## config.mk

```make
export PLATFORM = sky130hd
export DESIGN_NAME = pipelined_cla_addsub_flat
export DESIGN_NICKNAME = d
export VERILOG_FILES = /design/src/rtl/pipelined_cla_addsub_if.sv /design/src/rtl/pipelined_cla_addsub.sv /design/src/flat_wrapper.sv
export SDC_FILE = /design/constraint.sdc
export NUM_CORES = 1
export LEC_CHECK = 0
export ABC_AREA = 0
export BUFFER_PORTS_ARGS = -buffer_cell sky130_fd_sc_hd__buf_2
export CAP_MARGIN = 10
export CORE_ASPECT_RATIO = 0.6
export CORE_UTILIZATION = 51
export DETAILED_ROUTE_END_ITERATION = 10
export GPL_ROUTABILITY_DRIVEN = 0
export GPL_TIMING_DRIVEN = 0
export MAX_ROUTING_LAYER = met4
export PLACE_DENSITY = 0.84
export RECOVER_POWER = 50
export REMOVE_ABC_BUFFERS = 1
export SYNTH_ARGS = -nofsm -noshare
export SYNTH_HDL_FRONTEND = slang
export SYNTH_SLANG_ARGS = --single-unit
export TNS_END_PERCENT = 5
```

## constraint.sdc

```tcl
create_clock -name clk -period 1.85 [get_ports clk]
set_clock_uncertainty 0.1 [all_clocks]
set_input_delay 0.2775 -clock clk [delete_from_list [all_inputs] [get_ports clk]]
set_output_delay 0.2775 -clock clk [all_outputs]
set_load 0.02 [all_outputs]
```

## src/rtl/pipelined_cla_addsub_if.sv

```systemverilog
// Handshake and data bundle for pipelined_cla_addsub.
// Ports (signals):
//   in_valid/in_ready   - operand-side handshake
//   a, b, cin, sub      - operands, carry-in, add/subtract select
//   out_valid/out_ready - result-side handshake
//   sum, cout, ovf, zero - result and flags
// Modports: master drives operands and out_ready; slave is the adder's view.
interface pipelined_cla_addsub_if #(
    parameter int unsigned WIDTH = 8
);
    logic             in_valid;
    logic             in_ready;
    logic [WIDTH-1:0] a;
    logic [WIDTH-1:0] b;
    logic             cin;
    logic             sub;
    logic             out_valid;
    logic             out_ready;
    logic [WIDTH-1:0] sum;
    logic             cout;
    logic             ovf;
    logic             zero;

    modport master (
        output in_valid, a, b, cin, sub, out_ready,
        input  in_ready, out_valid, sum, cout, ovf, zero
    );

    modport slave (
        input  in_valid, a, b, cin, sub, out_ready,
        output in_ready, out_valid, sum, cout, ovf, zero
    );
endinterface

```

## src/rtl/pipelined_cla_addsub.sv

```systemverilog
// Pipelined carry-lookahead adder/subtractor, one 4-bit lookahead group per
// pipeline stage, one operation per cycle at any WIDTH (multiple of 4).
// Ports:
//   clk   - clock, rising edge
//   rst_n - asynchronous active-low reset
//   bus   - pipelined_cla_addsub_if.slave (operand/result handshakes, flags)
// Optional feature: define CLA_PIPE_FLAGS_EN to build the signed-overflow and
// zero flags; without it ovf and zero are tied low and no sign-bit pipeline or
// zero detect is built.
module pipelined_cla_addsub #(
    parameter int unsigned WIDTH = 8
) (
    input  logic                  clk,
    input  logic                  rst_n,
    pipelined_cla_addsub_if.slave bus
);
    localparam int unsigned GW = 4;
    localparam int unsigned NG = WIDTH / GW;

    // 4-bit group: returns {carry_out, sum[3:0]} with flattened lookahead carries.
    function automatic logic [GW:0] cla4(
        input logic [GW-1:0] x,
        input logic [GW-1:0] y,
        input logic          ci
    );
        logic [GW-1:0] g;
        logic [GW-1:0] p;
        logic [GW:0]   c;
        g    = x & y;
        p    = x ^ y;
        c[0] = ci;
        c[1] = g[0] | (p[0] & ci);
        c[2] = g[1] | (p[1] & g[0]) | (p[1] & p[0] & ci);
        c[3] = g[2] | (p[2] & g[1]) | (p[2] & p[1] & g[0]) | (p[2] & p[1] & p[0] & ci);
        c[4] = g[3] | (p[3] & g[2]) | (p[3] & p[2] & g[1]) | (p[3] & p[2] & p[1] & g[0])
             | (p[3] & p[2] & p[1] & p[0] & ci);
        return {c[GW], p ^ c[GW-1:0]};
    endfunction

    logic             advance;
    logic [WIDTH-1:0] bx;
    logic             out_v_q;
    logic             cout_q;
    logic [WIDTH-1:0] sum_q;
`ifdef CLA_PIPE_FLAGS_EN
    logic             ovf_q;
    logic             zero_q;
`endif

    // Global stall: everything moves together or nothing moves.
    assign advance      = !out_v_q || bus.out_ready;
    assign bus.in_ready = advance;
    assign bx           = bus.sub ? ~bus.b : bus.b;

    assign bus.out_valid = out_v_q;
    assign bus.sum       = sum_q;
    assign bus.cout      = cout_q;
`ifdef CLA_PIPE_FLAGS_EN
    assign bus.ovf       = ovf_q;
    assign bus.zero      = zero_q;
`else
    assign bus.ovf       = 1'b0;
    assign bus.zero      = 1'b0;
`endif

    // Stage k resolves group k; earlier stages feed it their registered carry,
    // the finished low sum bits and the still-unused operand slices.
    for (genvar k = 0; k < NG; k++) begin : stg
        logic                v_in;
        logic [GW-1:0]       ga;
        logic [GW-1:0]       gb;
        logic                ci;
        logic [GW:0]         res;
        logic [GW*(k+1)-1:0] sum_d;
`ifdef CLA_PIPE_FLAGS_EN
        logic                sa_in;
        logic                sb_in;
`endif

        if (k == 0) begin : src
            assign v_in = bus.in_valid;
            assign ga   = bus.a[GW-1:0];
            assign gb   = bx[GW-1:0];
            assign ci   = bus.cin;
`ifdef CLA_PIPE_FLAGS_EN
            assign sa_in = bus.a[WIDTH-1];
            assign sb_in = bx[WIDTH-1];
`endif
        end else begin : src
            assign v_in = stg[k-1].op.v_q;
            assign ga   = stg[k-1].op.a_q[GW-1:0];
            assign gb   = stg[k-1].op.bx_q[GW-1:0];
            assign ci   = stg[k-1].op.c_q;
`ifdef CLA_PIPE_FLAGS_EN
            assign sa_in = stg[k-1].op.sa_q;
            assign sb_in = stg[k-1].op.sb_q;
`endif
        end

        assign res = cla4(ga, gb, ci);

        if (k == 0) begin : lo
            assign sum_d = res[GW-1:0];
        end else begin : lo
            assign sum_d = {res[GW-1:0], stg[k-1].op.part_q};
        end

        if (k < NG - 1) begin : op
            // Operand bits still waiting for their group.
            localparam int unsigned RW = WIDTH - GW * (k + 1);

            logic                v_q;
            logic                c_q;
            logic [RW-1:0]       a_q;
            logic [RW-1:0]       bx_q;
            logic [GW*(k+1)-1:0] part_q;
            logic [RW-1:0]       a_d;
            logic [RW-1:0]       bx_d;
`ifdef CLA_PIPE_FLAGS_EN
            logic                sa_q;
            logic                sb_q;
`endif

            if (k == 0) begin : rem
                assign a_d  = bus.a[WIDTH-1:GW];
                assign bx_d = bx[WIDTH-1:GW];
            end else begin : rem
                assign a_d  = stg[k-1].op.a_q[RW+GW-1:GW];
                assign bx_d = stg[k-1].op.bx_q[RW+GW-1:GW];
            end

            // Intermediate stage register; data only loads behind a valid op.
            always_ff @(posedge clk or negedge rst_n) begin
                if (!rst_n) begin
                    v_q    <= 1'b0;
                    c_q    <= 1'b0;
                    a_q    <= '0;
                    bx_q   <= '0;
                    part_q <= '0;
`ifdef CLA_PIPE_FLAGS_EN
                    sa_q   <= 1'b0;
                    sb_q   <= 1'b0;
`endif
                end else if (advance) begin
                    v_q <= v_in;
                    if (v_in) begin
                        c_q    <= res[GW];
                        a_q    <= a_d;
                        bx_q   <= bx_d;
                        part_q <= sum_d;
`ifdef CLA_PIPE_FLAGS_EN
                        sa_q   <= sa_in;
                        sb_q   <= sb_in;
`endif
                    end
                end
            end
        end else begin : fin
            // Last stage register doubles as the output register.
            always_ff @(posedge clk or negedge rst_n) begin
                if (!rst_n) begin
                    out_v_q <= 1'b0;
                    sum_q   <= '0;
                    cout_q  <= 1'b0;
`ifdef CLA_PIPE_FLAGS_EN
                    ovf_q   <= 1'b0;
                    zero_q  <= 1'b0;
`endif
                end else if (advance) begin
                    out_v_q <= v_in;
                    if (v_in) begin
                        sum_q  <= sum_d;
                        cout_q <= res[GW];
`ifdef CLA_PIPE_FLAGS_EN
                        ovf_q  <= (sa_in == sb_in) && (sum_d[WIDTH-1] != sa_in);
                        zero_q <= ~|sum_d;
`endif
                    end
                end
            end
        end
    end
endmodule

```

## src/flat_wrapper.sv

```systemverilog
// flat-port wrapper written by rule: the top's interface ports become plain ports
module pipelined_cla_addsub_flat 
#(
    parameter int unsigned WIDTH = 8
)
  (clk, rst_n, bus_in_valid, bus_a, bus_b, bus_cin, bus_sub, bus_out_ready, bus_in_ready, bus_out_valid, bus_sum, bus_cout, bus_ovf, bus_zero);
  pipelined_cla_addsub_if #(.WIDTH(WIDTH)) bus_i ();
  input  logic clk;
  input  logic rst_n;
  input wire logic [$bits(bus_i.in_valid)-1:0] bus_in_valid;
  input wire logic [$bits(bus_i.a)-1:0] bus_a;
  input wire logic [$bits(bus_i.b)-1:0] bus_b;
  input wire logic [$bits(bus_i.cin)-1:0] bus_cin;
  input wire logic [$bits(bus_i.sub)-1:0] bus_sub;
  input wire logic [$bits(bus_i.out_ready)-1:0] bus_out_ready;
  output wire logic [$bits(bus_i.in_ready)-1:0] bus_in_ready;
  output wire logic [$bits(bus_i.out_valid)-1:0] bus_out_valid;
  output wire logic [$bits(bus_i.sum)-1:0] bus_sum;
  output wire logic [$bits(bus_i.cout)-1:0] bus_cout;
  output wire logic [$bits(bus_i.ovf)-1:0] bus_ovf;
  output wire logic [$bits(bus_i.zero)-1:0] bus_zero;
  assign bus_i.in_valid = bus_in_valid;
  assign bus_i.a = bus_a;
  assign bus_i.b = bus_b;
  assign bus_i.cin = bus_cin;
  assign bus_i.sub = bus_sub;
  assign bus_i.out_ready = bus_out_ready;
  assign bus_in_ready = bus_i.in_ready;
  assign bus_out_valid = bus_i.out_valid;
  assign bus_sum = bus_i.sum;
  assign bus_cout = bus_i.cout;
  assign bus_ovf = bus_i.ovf;
  assign bus_zero = bus_i.zero;
  pipelined_cla_addsub #(.WIDTH(WIDTH)) u_core (.clk(clk), .rst_n(rst_n), .bus(bus_i));
endmodule
```

Word level (Yosys, flattened, before mapping)
Index checks and enable logic that the tools add are counted.
{"block": "word_totals", "rom_bits": 0, "latchBits": 0, "memories": 0, "output_inout_bits": 13, "regBits": 24, "ram_bits": 0, "word_cells": 72}
{"block": "op_classes", "muxes": 1, "n_div": 0, "add_sub_neg": 0, "n_eq_ne": 0, "bitwise": 59, "mul": 0, "magnitude_cmp": 0, "shift": 0, "reduce_logical": 4}
{"cell": "1-bit bitwise AND", "n": 32}
{"cell": "1-bit bitwise OR", "n": 20}
{"cell": "4-bit bitwise XOR", "n": 4}
{"cell": "4-bit bitwise AND", "n": 2}
{"cell": "8-bit 2-to-1 mux", "n": 1}
{"cell": "8-bit inverter", "n": 1}
{"cell": "2-bit AND reduction", "n": 2}
{"cell": "1-bit logical NOT", "n": 1}
{"cell": "1-bit logical OR", "n": 1}

Depth between registers and ports, before layout
Gate-level depths: netlist of the first run.
{"block": "depth", "ltp_word": 8, "ltp_mapped": 7, "mapped_depth_nobuf": 6}

Least setup slack after synthesis of the first run
OpenSTA, ideal clock, no wires.
{"block": "synth_timing", "kind": "input to register", "startpoint": "in bus_sub", "endpoint": "reg u_core.stg[0].op.c_q", "stages": 7, "setup_slack_ns": 0.025, "n_path_buf": 1, "t_arrival_ns": 1.598, "path_cell_list": "buf_2 -> xor2_1 -> ha_1 -> a211oi_2 -> o21bai_1 -> a211oi_1 -> a21oi_1"}
{"block": "synth_between", "elab_chain_cells": 7, "word_cells_on_any_way": 14}
{"element": "start: declaration", "line_no": "flat_wrapper.sv:14", "rtl": "input wire logic [$bits(bus_i.sub)-1:0] bus_sub;"}
{"element": "8-bit 2-to-1 mux (*)", "line_no": "pipelined_cla_addsub.sv:53", "rtl": "assign bx = bus.sub ? ~bus.b : bus.b;"}
{"element": "4-bit bitwise XOR or 4-bit bitwise AND (tied branches)", "line_no": "pipelined_cla_addsub.sv:30, pipelined_cla_addsub.sv:29"}
{"element": "1-bit bitwise AND, on equally long branches", "line_no": "pipelined_cla_addsub.sv:35, pipelined_cla_addsub.sv:36"}
{"element": "1-bit bitwise OR, or another cell as far along (2 in a row)", "line_no": "pipelined_cla_addsub.sv:35", "rtl": "c[4] = g[3] | (p[3] & g[2]) | (p[3] & p[2] & g[1]) | (p[3] & p[2] & p[1] & g[0])"}
{"element": "1-bit bitwise OR or 1-bit bitwise AND (tied branches)", "line_no": "pipelined_cla_addsub.sv:35, pipelined_cla_addsub.sv:36"}
{"element": "1-bit bitwise OR (*)", "line_no": "pipelined_cla_addsub.sv:36", "rtl": "| (p[3] & p[2] & p[1] & p[0] & ci);"}
{"element": "end signal: assignment", "line_no": "pipelined_cla_addsub.sv:147", "rtl": "c_q <= res[GW];"}
{"element": "end: declaration", "line_no": "pipelined_cla_addsub.sv:113", "rtl": "logic c_q;"}
Every way passes the cells marked *; elsewhere a longest branch is shown, timed or not.
A chain may end at the register's enable or synchronous reset.

Final worst setup path of the first run
Ends and elaborated chain as after synthesis.

==> load_flow_metrics.sql, run 1 <==
INSERT INTO impl_metrics (metric_group, metric, value, unit) VALUES
('timing', 'setup-violations-final', '0', ''),
('setup_path', 'timing.critical_path.cells', 'buf_2 > xor2_2 > ha_1 > a211oi_2 > o21bai_1 > a211oi_1 > a21oi_1', ''),
('timing', 'setup_ws', '0.169', 'ns'),
('setup_path', 'worst_ep_required_time', '1.91', 'ns'),
('global_routing', 'grtUsageTotal', '20.4', '%'),
('drt', 'wl', '2.13', 'mm'),
('placed_design', 'portBuffers', '32', ''),
('power', 'total_power_density_per_cell_area', '1270', 'mW/mm2'),
('setup_path', 'path_delay_family', 'compound AO/OA/AOI/OAI gates', ''),
('setup_path', 'worst_path_largest_cell_delay', '0.29', 'ns'),
('power', 'vdd_drop_max', '552', 'uV'),
('drt', 'route.vias.total', '857', ''),
('setup_path', 'critPathBufInv', '1', ''),
('setup_path', 'r2r_cells', '5', ''),
('drt', 'drtIter0Drc', '21', ''),
('cts', 'htree_num_levels', '1', ''),
('timing', 'timing.final.hold_violations', '0', ''),
('cts', 'clkSlewWorstSetupHoldPaths', '0.09', 'ns'),
('synth', 'yosysTopAreaCellShare', '46.6', '%'),
('die', 'die_width', '66.9', 'um'),
('synth', 'ys.warnings.count', '0', ''),
('finish', 'area_growth_syn_to_layout', '18.1', '%'),
('timing', 'rsz0062_at_grt', 'false', ''),
('power', 'leakage', '0.000749', 'uW'),
('global_routing', 'grt_first_pass_wirelength', '3.66', 'mm'),
('global_routing', 'pin_count_of_the_biggest_net_entering_global_routing', '25', ''),
('finish', 'layout.nets', '175', ''),
('cts', 'postCtsSetupRepairBufs', '0', ''),
('finish', 'final_layout_size_suffix_gt1_share', '35.9', '%'),
('timing', 'post-route-period-util', '90.9', '%'),
('timing', 'finalSetupTns', '0', 'ns'),
('synth', 'synth_largest_area_cell', 'dfrtp_1', ''),
('drt', 'vias_per_cell', '4.98', ''),
('drt', 'wl_per_cell', '12.4', 'um'),
('cts', 'clock-sinks', '24', ''),
('synth', 'synth.most_common_cell', 'dfrtp_1', ''),
('synth', 'synth_async_sr_flop_share', '100', '%'),
('setup_path', 'crit_path_max_fanout', '8', ''),
('global_routing', 'grt_antenna_before_repair', '0', ''),
('cts', 'ctsLongestPathBuffers', '2', ''),
('min_path', 'min_delay_path_depth', '2', ''),
('die', 'design.die.area', '0.00274', 'mm2'),
('cts', 'cts_root_buffer', 'clkbuf_8', ''),
('synth', 'synth-seq-area-share', '46.6', '%'),
('synth', 'postSynthAreaPerCell', '11.7', 'um2'),
('drt', 'drtAntennaViolNets', '0', ''),
('synth', 'syn_area', '0.00129', 'mm2'),
('die', 'die_h', '41.0', 'um'),
('finish', 'insertedDiodeCount', '0', ''),
('global_routing', 'overflow', '0', ''),
('power', 'p_total', '1930', 'uW'),
('timing', 'slew_headroom', '62.7', '%'),
('timing', 'timing.final.crit_period', '1.68', 'ns'),
('die', 'std_cell_rows', '13', ''),
('synth', 'synth_ff_type', 'dfrtp_1', ''),
('timing', 'timing.fmax', '0.595', 'GHz'),
('die', 'initial_core_util', '56.6', '%'),
('setup_path', 'worst_setup_path_end_kind', 'register', ''),
('setup_path', 'worst_path_max_delay_cell', 'a211oi_1', ''),
('status', 'status', 'completed', ''),
('synth', 'ys_top_cells_by_count', 'dfrtp_1 (24), nand2_1 (11), o21ai_0 (11)', ''),
('synth', 'netlist_instances', '110', ''),
('cts', 'numCtsBuffers', '3', ''),
('synth', 'synth.ff_latch_count', '24', ''),
('placed_design', 'dp_slack', '-0.207', 'ns'),
('die', 'core_region_area', '0.00228', 'mm2'),
('setup_path', 'crit_arrival', '1.74', 'ns'),
('cts', 'cts_tree', 'yes', ''),
('global_routing', 'grt_pass1_vias', '845', ''),
('drt', 'detailedRoute.firstPassIterationCount', '4', ''),
('setup_path', 'startpoint_type', 'input pin', ''),
('synth', 'synth_area_leaders', 'dfrtp_1 (47%), ha_1 (7.8%), xnor2_1 (5.4%)', ''),
('synth', 'netlist-cell-type-count', '23', ''),
('cts', 'clock_insertion_delay_worst_skew', '0.27', 'ns'),
('min_path', 'hold_path.class', 'in -> reg', ''),
('setup_path', 'crit_cells', '7', ''),
('run', 'maxCapViolCount', '0', ''),
('timing', 'worst-slew-pin-transition', '0.559', 'ns'),
('die', 'design.portCount', '35', ''),
('timing', 'report.final.slew_viol_count', '0', ''),
('synth', 'number_of_enable_type_register_cells_in_the_synthesized_netlist', '0', ''),
('setup_path', 'worstSetupPathType', 'in -> reg', ''),
('placed_design', 'dpl.hpwl', '1.59', 'mm'),
('drt', 'post-route-drc-count', '0', '');
registers in the layout (all words and copies together), names as in the netlist:
name and cells:
u_core.bus.cout 1, u_core.bus.sum 8, u_core.stg.op.a_q 4, u_core.bus.out_valid 1, u_core.stg.op.c_q 1, u_core.stg.op.part_q 4
u_core.stg.op.bx_q 4, u_core.stg.op.v_q 1
where the power goes:
part           internal [uW]  total (uW)  switching, uW
Sequential               687         768           81.2
Clock                    290         456            167
Combinational            307         708            401
Total                   1280        1930            649
worst reg2reg max path, stage by stage (launching register included):
cell      delay (ns)
dfrtp_1         0.40
ha_1            0.30
a211oi_2        0.28
o21bai_2        0.14
a211oi_2        0.22
nor2_1          0.06
timing repair:
action / 4_1_cts / 5_1_grt
endpoints found under the setup margin: 0 / 1
hold buffers: 1 / 0
endpoints found under the hold margin: 24 / 0
gates resized for setup: 0 / 1
layout by cell type, fill, tap and decap left out, types with 2 or more instances in the layout:
cell type	synthesis	routed
nand2_4	2	2
o21ai_1	2	2
clkbuf_8	0	3
nand2_1	11	11
ha_1	8	8
o21ai_0	11	11
mux2_4	4	4
xnor2_1	8	8
nor2_1	6	6
a211oi_2	3	3
mux2_2	5	5
xor2_1	6	5
a21oi_1	3	3
dfrtp_1	24	24
conb_1	1	2
buf_2	2	30
inv_1	4	4
fa_1	2	2
logic make-up after synthesis:
kind of cell / count (synthesis) / share of synthesized area (%)
buffers and inverters: 10 / 4.85
AND/OR/NAND/NOR: 20 / 7.76
flip-flops: 24 / 46.6
adder cells (fa/ha/maj): 10 / 10.9
multiplexers: 9 / 9.02
XOR/XNOR: 14 / 9.51
AO/OA/AOI/OAI: 22 / 11.2
other: 1 / 0.291
through the flow:
step / cells / cell area [um2] / utilization (%) / hold WS, ns
6_report: 172 / 1520 / 66.9 / 0.127
5_1_grt: 172 / 1520 / 66.9 / 0.128
2_1_floorplan: 105 / 1250 / - / -0.118
4_1_cts: 172 / 1530 / 67.0 / 0.128
3_3_place_gp: 167 / 1440 / 63.4 / 0.177
3_5_place_dp: 167 / 1440 / 63.4 / 0.183
area by class of cell:
class,instances,area [um2]
flip-flops and latches,24,601
clock buffers,3,41.3
clock inverters,1,30.0
fillers,179,753
well taps,30,37.5
multi-input cells,77,631
inverters,4,15.0
repair buffers,33,169
worst paths after layout:
| check | startpoint | endpoint | slack, ns |
|---|---|---|---|
| setup / recovery | bus_sub | u_core.stg[0].op.c_q | 0.17 |
| max in group asynchronous | rst_n | u_core.bus.sum[3] | 0.85 |
| hold reg to reg | u_core.stg[0].op.part_q[2] | u_core.stg[0].op.part_q[2] | 0.39 |
| min in group asynchronous | rst_n | u_core.bus.sum[4] | 0.42 |
| setup reg to reg | u_core.stg[0].op.a_q[0] | u_core.bus.cout | 0.24 |
| hold / removal | bus_a[4] | u_core.stg[0].op.a_q[0] | 0.13 |
metal layers:
layer / share of wire (%) / track usage, % / up-vias / wire [um]
met5: 0 / - / - / 0
met4: 1.9 / 9.57 / 0 / 40
met2: 49 / 37.6 / 27 / 1050
met1: 42 / 20.3 / 396 / 900
met3: 6.7 / 7.22 / 4 / 142
li1: - / - / 430 / -
No activity file was read; power rests on OpenSTA's default activity.
==> inputs of run 2 (changes only) <==
- PLACE_DENSITY: 0.84 -> not set
- PLACE_DENSITY_LB_ADDON: not set -> 0.1
==> load_flow_metrics.sql, run 2 (synthesis gave the netlist of run 1 again) <==
INSERT INTO impl_metrics (metric_group, metric, value, unit) VALUES
('status', 'status', 'completed', ''),
('die', 'design.portCount', '35', ''),
('timing', 'setup-violations-final', '0', ''),
('timing', 'timing.final.crit_period', '1.72', 'ns'),
('timing', 'worst-slew-pin-transition', '0.571', 'ns'),
('timing', 'post-route-period-util', '92.8', '%'),
('global_routing', 'pin_count_of_the_biggest_net_entering_global_routing', '25', ''),
('drt', 'drtAntennaViolNets', '0', ''),
('setup_path', 'worst_setup_path_end_kind', 'register', ''),
('setup_path', 'critPathBufInv', '1', ''),
('die', 'design.die.area', '0.00274', 'mm2'),
('setup_path', 'timing.critical_path.cells', 'buf_2 > xor2_2 > ha_1 > a211oi_2 > o21bai_1 > a211oi_1 > a21oi_1', ''),
('global_routing', 'met3_usage', '5.00', '%'),
('global_routing', 'overflow', '0', ''),
('die', 'die_width', '66.9', 'um'),
('cts', 'clock-sinks', '24', ''),
('setup_path', 'startpoint_type', 'input pin', ''),
('setup_path', 'crit_arrival', '1.76', 'ns'),
('power', 'vdd_drop_max', '518', 'uV'),
('setup_path', 'worst_path_largest_cell_delay', '0.31', 'ns'),
('global_routing', 'grtUsageTotal', '17.8', '%'),
('global_routing', 'grt_antenna_before_repair', '0', ''),
('timing', 'timing.fmax', '0.583', 'GHz'),
('die', 'die_h', '41.0', 'um'),
('drt', 'detailedRoute.firstPassIterationCount', '2', ''),
('finish', 'fillers', '194', ''),
('placed_design', 'dpl.hpwl', '1.54', 'mm'),
('run', 'maxCapViolCount', '0', ''),
('drt', 'wl', '2.04', 'mm'),
('cts', 'cts_tree', 'yes', ''),
('global_routing', 'global_route_met2_utilization', '28.3', '%'),
('finish', 'mostFrequentLayoutCell', 'buf_2', ''),
('finish', 'largest_reg_flops', '8', ''),
('timing', 'timing.final.hold_violations', '0', ''),
('cts', 'postCtsSetupRepairBufs', '0', ''),
('finish', 'insertedDiodeCount', '0', ''),
('power', 'leakage', '0.000745', 'uW'),
('min_path', 'hold_path.class', 'in -> reg', ''),
('drt', 'drtIter0Drc', '29', ''),
('timing', 'slew_headroom', '61.9', '%'),
('finish', 'final_layout_size_suffix_gt1_share', '36.6', '%'),
('global_routing', 'busiest_layer', 'met2', ''),
('global_routing', 'grt_pass1_vias', '736', ''),
('finish', 'post_route_non_filler_standard_cell_count', '172', ''),
('setup_path', 'crit_path_max_fanout', '8', ''),
('cts', 'htree_num_levels', '1', ''),
('cts', 'cts_root_buffer', 'clkbuf_8', ''),
('setup_path', 'worstSetupPathType', 'in -> reg', ''),
('die', 'core_region_area', '0.00228', 'mm2'),
('timing', 'rsz0062_at_grt', 'false', ''),
('setup_path', 'path_delay_family', 'compound AO/OA/AOI/OAI gates', ''),
('die', 'std_cell_rows', '13', ''),
('global_routing', 'grt_use_met1', '21.7', '%'),
('global_routing', 'grt_first_pass_wirelength', '3.22', 'mm'),
('cts', 'clkSlewWorstSetupHoldPaths', '0.08', 'ns'),
('finish', 'layout_common_cells', 'buf_2 (31), dfrtp_1 (24), o21ai_0 (11), nand2_1 (11)', ''),
('setup_path', 'worst_ep_required_time', '1.89', 'ns'),
('drt', 'route.vias.total', '824', ''),
('timing', 'finalSetupTns', '0', 'ns'),
('placed_design', 'portBuffers', '32', ''),
('finish', 'area_growth_syn_to_layout', '17.0', '%'),
('drt', 'vias_per_cell', '4.79', ''),
('power', 'p_total', '1810', 'uW'),
('drt', 'wl_per_cell', '11.9', 'um'),
('placed_design', 'place.detailed.instances', '167', ''),
('drt', 'post-route-drc-count', '0', ''),
('cts', 'numCtsBuffers', '3', ''),
('cts', 'ctsLongestPathBuffers', '2', ''),
('timing', 'report.final.slew_viol_count', '0', ''),
('die', 'initial_core_util', '56.6', '%'),
('power', 'total_power_density_per_cell_area', '1200', 'mW/mm2'),
('setup_path', 'worst_path_max_delay_cell', 'a211oi_1', ''),
('cts', 'clock_insertion_delay_worst_skew', '0.26', 'ns'),
('finish', 'layout.nets', '175', '');
## run 2: changes by cell type in the layout (fill, tap and decap cells not counted), sizes merged
cell and change:
buf +1, bufinv -1
## run 2: power by group
part	switching, uW	internal, uW
Clock	157	190
Combinational	388	308
Sequential	82.9	687
Total	627	1190
## run 2: stage by stage
stage	hold slack (ns)	instance area [um2]	setup slack (ns)	util, %
after floorplan	-0.118	1250	0.250	-
after global placement	0.175	1440	-0.181	63.4
after detailed placement	0.187	1440	-0.204	63.4
after CTS	0.135	1510	0.0760	66.3
after global routing	0.133	1510	0.0397	66.3
final	0.143	1510	0.133	66.3
## run 2: area by class of cell
| cell class | count | area [um2] | share of cell area [%] |
|---|---|---|---|
| timing repair buffer | 33 | 170 | 11.3 |
| clock buffer | 4 | 55.1 | 3.65 |
| multi-input combinational | 77 | 631 | 41.8 |
| tap | 30 | 37.5 | 2.49 |
| inverter | 4 | 15.0 | 0.995 |
| sequential | 24 | 601 | 39.8 |
## run 2: per-layer routing
layer / vias up / wire length (um)
met2: 26 / 895
met4: 0 / 27
met5: - / 0
met1: 372 / 1000
li1: 424 / -
met3: 2 / 114
## run 2: final timing paths
| path | start | endpoint | slack [ns] | depth (start not counted) |
|---|---|---|---|---|
| setup / recovery | bus_sub | u_core.stg[0].op.c_q | 0.13 | 7 |
| hold / removal | bus_a[4] | u_core.stg[0].op.a_q[0] | 0.14 | 2 |
| setup reg to reg | u_core.stg[0].op.bx_q[0] | u_core.bus.cout | 0.29 | 5 |
| hold reg to reg | u_core.bus.sum[4] | u_core.bus.sum[4] | 0.38 | 2 |
| max in group asynchronous | rst_n | u_core.stg[0].op.a_q[0] | 0.84 | 2 |
| min in group asynchronous | rst_n | u_core.stg[0].op.part_q[1] | 0.44 | 2 |
## run 2: what timing repair did
action                                  in CTS  in global routing
hold endpoints to repair                    24                  0
resized for setup                            0                  1
endpoints found under the setup margin       0                  1
hold buffers                                 1                  0
==> inputs of run 3 (changes only) <==
- CORE_ASPECT_RATIO: 0.6 -> not set
==> load_flow_metrics.sql, run 3 (synthesis gave the netlist of run 1 again) <==
INSERT INTO impl_metrics (metric_group, metric, value, unit) VALUES
('finish', 'fillers', '200', ''),
('global_routing', 'met3_usage', '3.48', '%'),
('drt', 'route.vias.total', '843', ''),
('timing', 'post-route-period-util', '91.0', '%'),
('status', 'status', 'completed', ''),
('placed_design', 'portBuffers', '32', ''),
('finish', 'area_growth_syn_to_layout', '15.6', '%'),
('setup_path', 'startpoint_type', 'input pin', ''),
('setup_path', 'worst_ep_required_time', '1.97', 'ns'),
('run', 'maxCapViolCount', '0', ''),
('finish', 'mostFrequentLayoutCell', 'buf_2', ''),
('timing', 'hold-worst-slack', '0.0632', 'ns'),
('setup_path', 'crit_path_max_fanout', '8', ''),
('cts', 'ctsLongestPathBuffers', '2', ''),
('finish', 'post_route_non_filler_standard_cell_count', '170', ''),
('drt', 'drtIter0Drc', '1', ''),
('cts', 'cts_root_buffer', 'clkbuf_4', ''),
('finish', 'insertedDiodeCount', '0', ''),
('die', 'die_width', '52.3', 'um'),
('drt', 'vias_per_cell', '4.96', ''),
('cts', 'postCtsSetupRepairBufs', '0', ''),
('cts', 'numCtsBuffers', '3', ''),
('finish', 'largest_reg_flops', '8', ''),
('min_path', 'hold_path.class', 'in -> reg', ''),
('timing', 'timing.final.hold_violations', '0', ''),
('die', 'design.die.area', '0.00273', 'mm2'),
('drt', 'drtAntennaViolNets', '0', ''),
('cts', 'htree_num_levels', '1', ''),
('global_routing', 'grt_pass1_vias', '852', ''),
('die', 'core_region_area', '0.00230', 'mm2'),
('placed_design', 'place.detailed.instances', '165', ''),
('die', 'std_cell_rows', '17', ''),
('power', 'total_power_density_per_cell_area', '1240', 'mW/mm2'),
('finish', 'layout.nets', '175', ''),
('placed_design', 'dpl.hpwl', '1.56', 'mm'),
('die', 'die_h', '52.3', 'um'),
('global_routing', 'busiest_layer', 'met2', ''),
('drt', 'detailedRoute.firstPassIterationCount', '2', ''),
('timing', 'timing.final.crit_period', '1.68', 'ns'),
('global_routing', 'grt_antenna_before_repair', '0', ''),
('global_routing', 'pin_count_of_the_biggest_net_entering_global_routing', '25', ''),
('timing', 'rsz0062_at_grt', 'false', ''),
('die', 'initial_core_util', '56.2', '%'),
('finish', 'layout_common_cells', 'buf_2 (31), dfrtp_1 (24), o21ai_0 (11), nand2_1 (11)', ''),
('timing', 'slew_headroom', '61.0', '%'),
('drt', 'wl_per_cell', '12.1', 'um'),
('global_routing', 'global_route_met2_utilization', '30.8', '%'),
('finish', 'final_layout_size_suffix_gt1_share', '35.9', '%'),
('setup_path', 'worst_setup_path_end_kind', 'register', ''),
('global_routing', 'grt_first_pass_wirelength', '3.56', 'mm'),
('timing', 'report.final.slew_viol_count', '0', ''),
('cts', 'clkSlewWorstSetupHoldPaths', '0.14', 'ns'),
('timing', 'worst-slew-pin-transition', '0.584', 'ns'),
('timing', 'timing.fmax', '0.594', 'GHz'),
('global_routing', 'grt_use_met1', '21.4', '%'),
('cts', 'clock_insertion_delay_worst_skew', '0.33', 'ns'),
('drt', 'post-route-drc-count', '0', ''),
('drt', 'wl', '2.06', 'mm'),
('setup_path', 'crit_arrival', '1.80', 'ns'),
('global_routing', 'overflow', '0', ''),
('cts', 'cts_tree', 'yes', ''),
('timing', 'setup-violations-final', '0', ''),
('power', 'vdd_drop_max', '681', 'uV'),
('cts', 'clock-sinks', '24', ''),
('global_routing', 'grtUsageTotal', '18.6', '%'),
('die', 'design.portCount', '35', ''),
('power', 'leakage', '0.000739', 'uW'),
('setup_path', 'worstSetupPathType', 'in -> reg', '');
run 3: cell count changes in the layout (fill, tap and decap cells not counted):
cell | previous run | this run
clkbuf_8 | 4 | 0
nand2_4 | 2 | 1
xor2_2 | 1 | 0
xor2_1 | 5 | 6
clkbuf_4 | 0 | 3
nand2_2 | 0 | 1
bufinv_16 | 0 | 1
run 3: cell type report:
type,instances,area (um2),area share (%)
multi-input cells,77,618,41.4
well taps,28,35.0,2.35
flip-flops and latches,24,601,40.3
clock buffers,3,22.5,1.51
clock inverters,1,30.0,2.01
repair buffers,33,170,11.4
inverters,4,15.0,1.01
run 3: routing by layer:
layer | wire (um) | up-vias | part of all wire [%]
met5 | 0 | - | 0
met4 | 49 | 0 | 2.4
met3 | 85 | 5 | 4.1
met2 | 996 | 29 | 48
met1 | 923 | 383 | 45
li1 | - | 426 | -
run 3: power breakdown:
group          leakage (uW)  internal [uW]  switching [uW]
combinational      0.000424            307             383
sequential         0.000287            686            87.8
clock             0.0000279            219             166
run 3: critical path: stages:
cell      delay [ns]
buf_2           0.23
xor2_1          0.25
ha_1            0.28
a211oi_2        0.25
o21bai_1        0.14
a211oi_1        0.30
a21oi_1         0.07
run 3: stage by stage:
| stage | TNS (ns) | setup WS, ns | util [%] | area (um2) | power (uW) |
|---|---|---|---|---|---|
| 6_report | 0 | 0.167 | 64.9 | 1490 | 1850 |
| 5_1_grt | 0 | 0.0488 | 64.9 | 1490 | 1980 |
| 4_1_cts | 0 | 0.151 | 65.5 | 1500 | 1880 |
| 3_5_place_dp | -0.261 | -0.214 | 62.7 | 1440 | 1490 |
| 3_3_place_gp | -0.169 | -0.152 | 62.7 | 1440 | 1460 |
| 2_1_floorplan | 0 | 0.250 | - | 1250 | 1270 |
run 3: path summary, 6_finish.rpt:
kind	start	endpoint	slack (ns)	cells past startpoint
min in group asynchronous	rst_n	u_core.stg[0].op.bx_q[0]	0.36	2
setup / recovery	bus_sub	u_core.stg[0].op.c_q	0.17	7
hold / removal	bus_a[6]	u_core.stg[0].op.a_q[2]	0.06	2
max in group asynchronous	rst_n	u_core.bus.cout	0.89	2
setup reg to reg	u_core.stg[0].op.bx_q[1]	u_core.bus.cout	0.25	5
hold reg to reg	u_core.bus.sum[7]	u_core.bus.sum[7]	0.39	2
run 3: repair_timing:
item                      4_1_cts  5_1_grt
hold buffers                    1        0
hold endpoints to repair       24        0
gates resized for setup         0        0
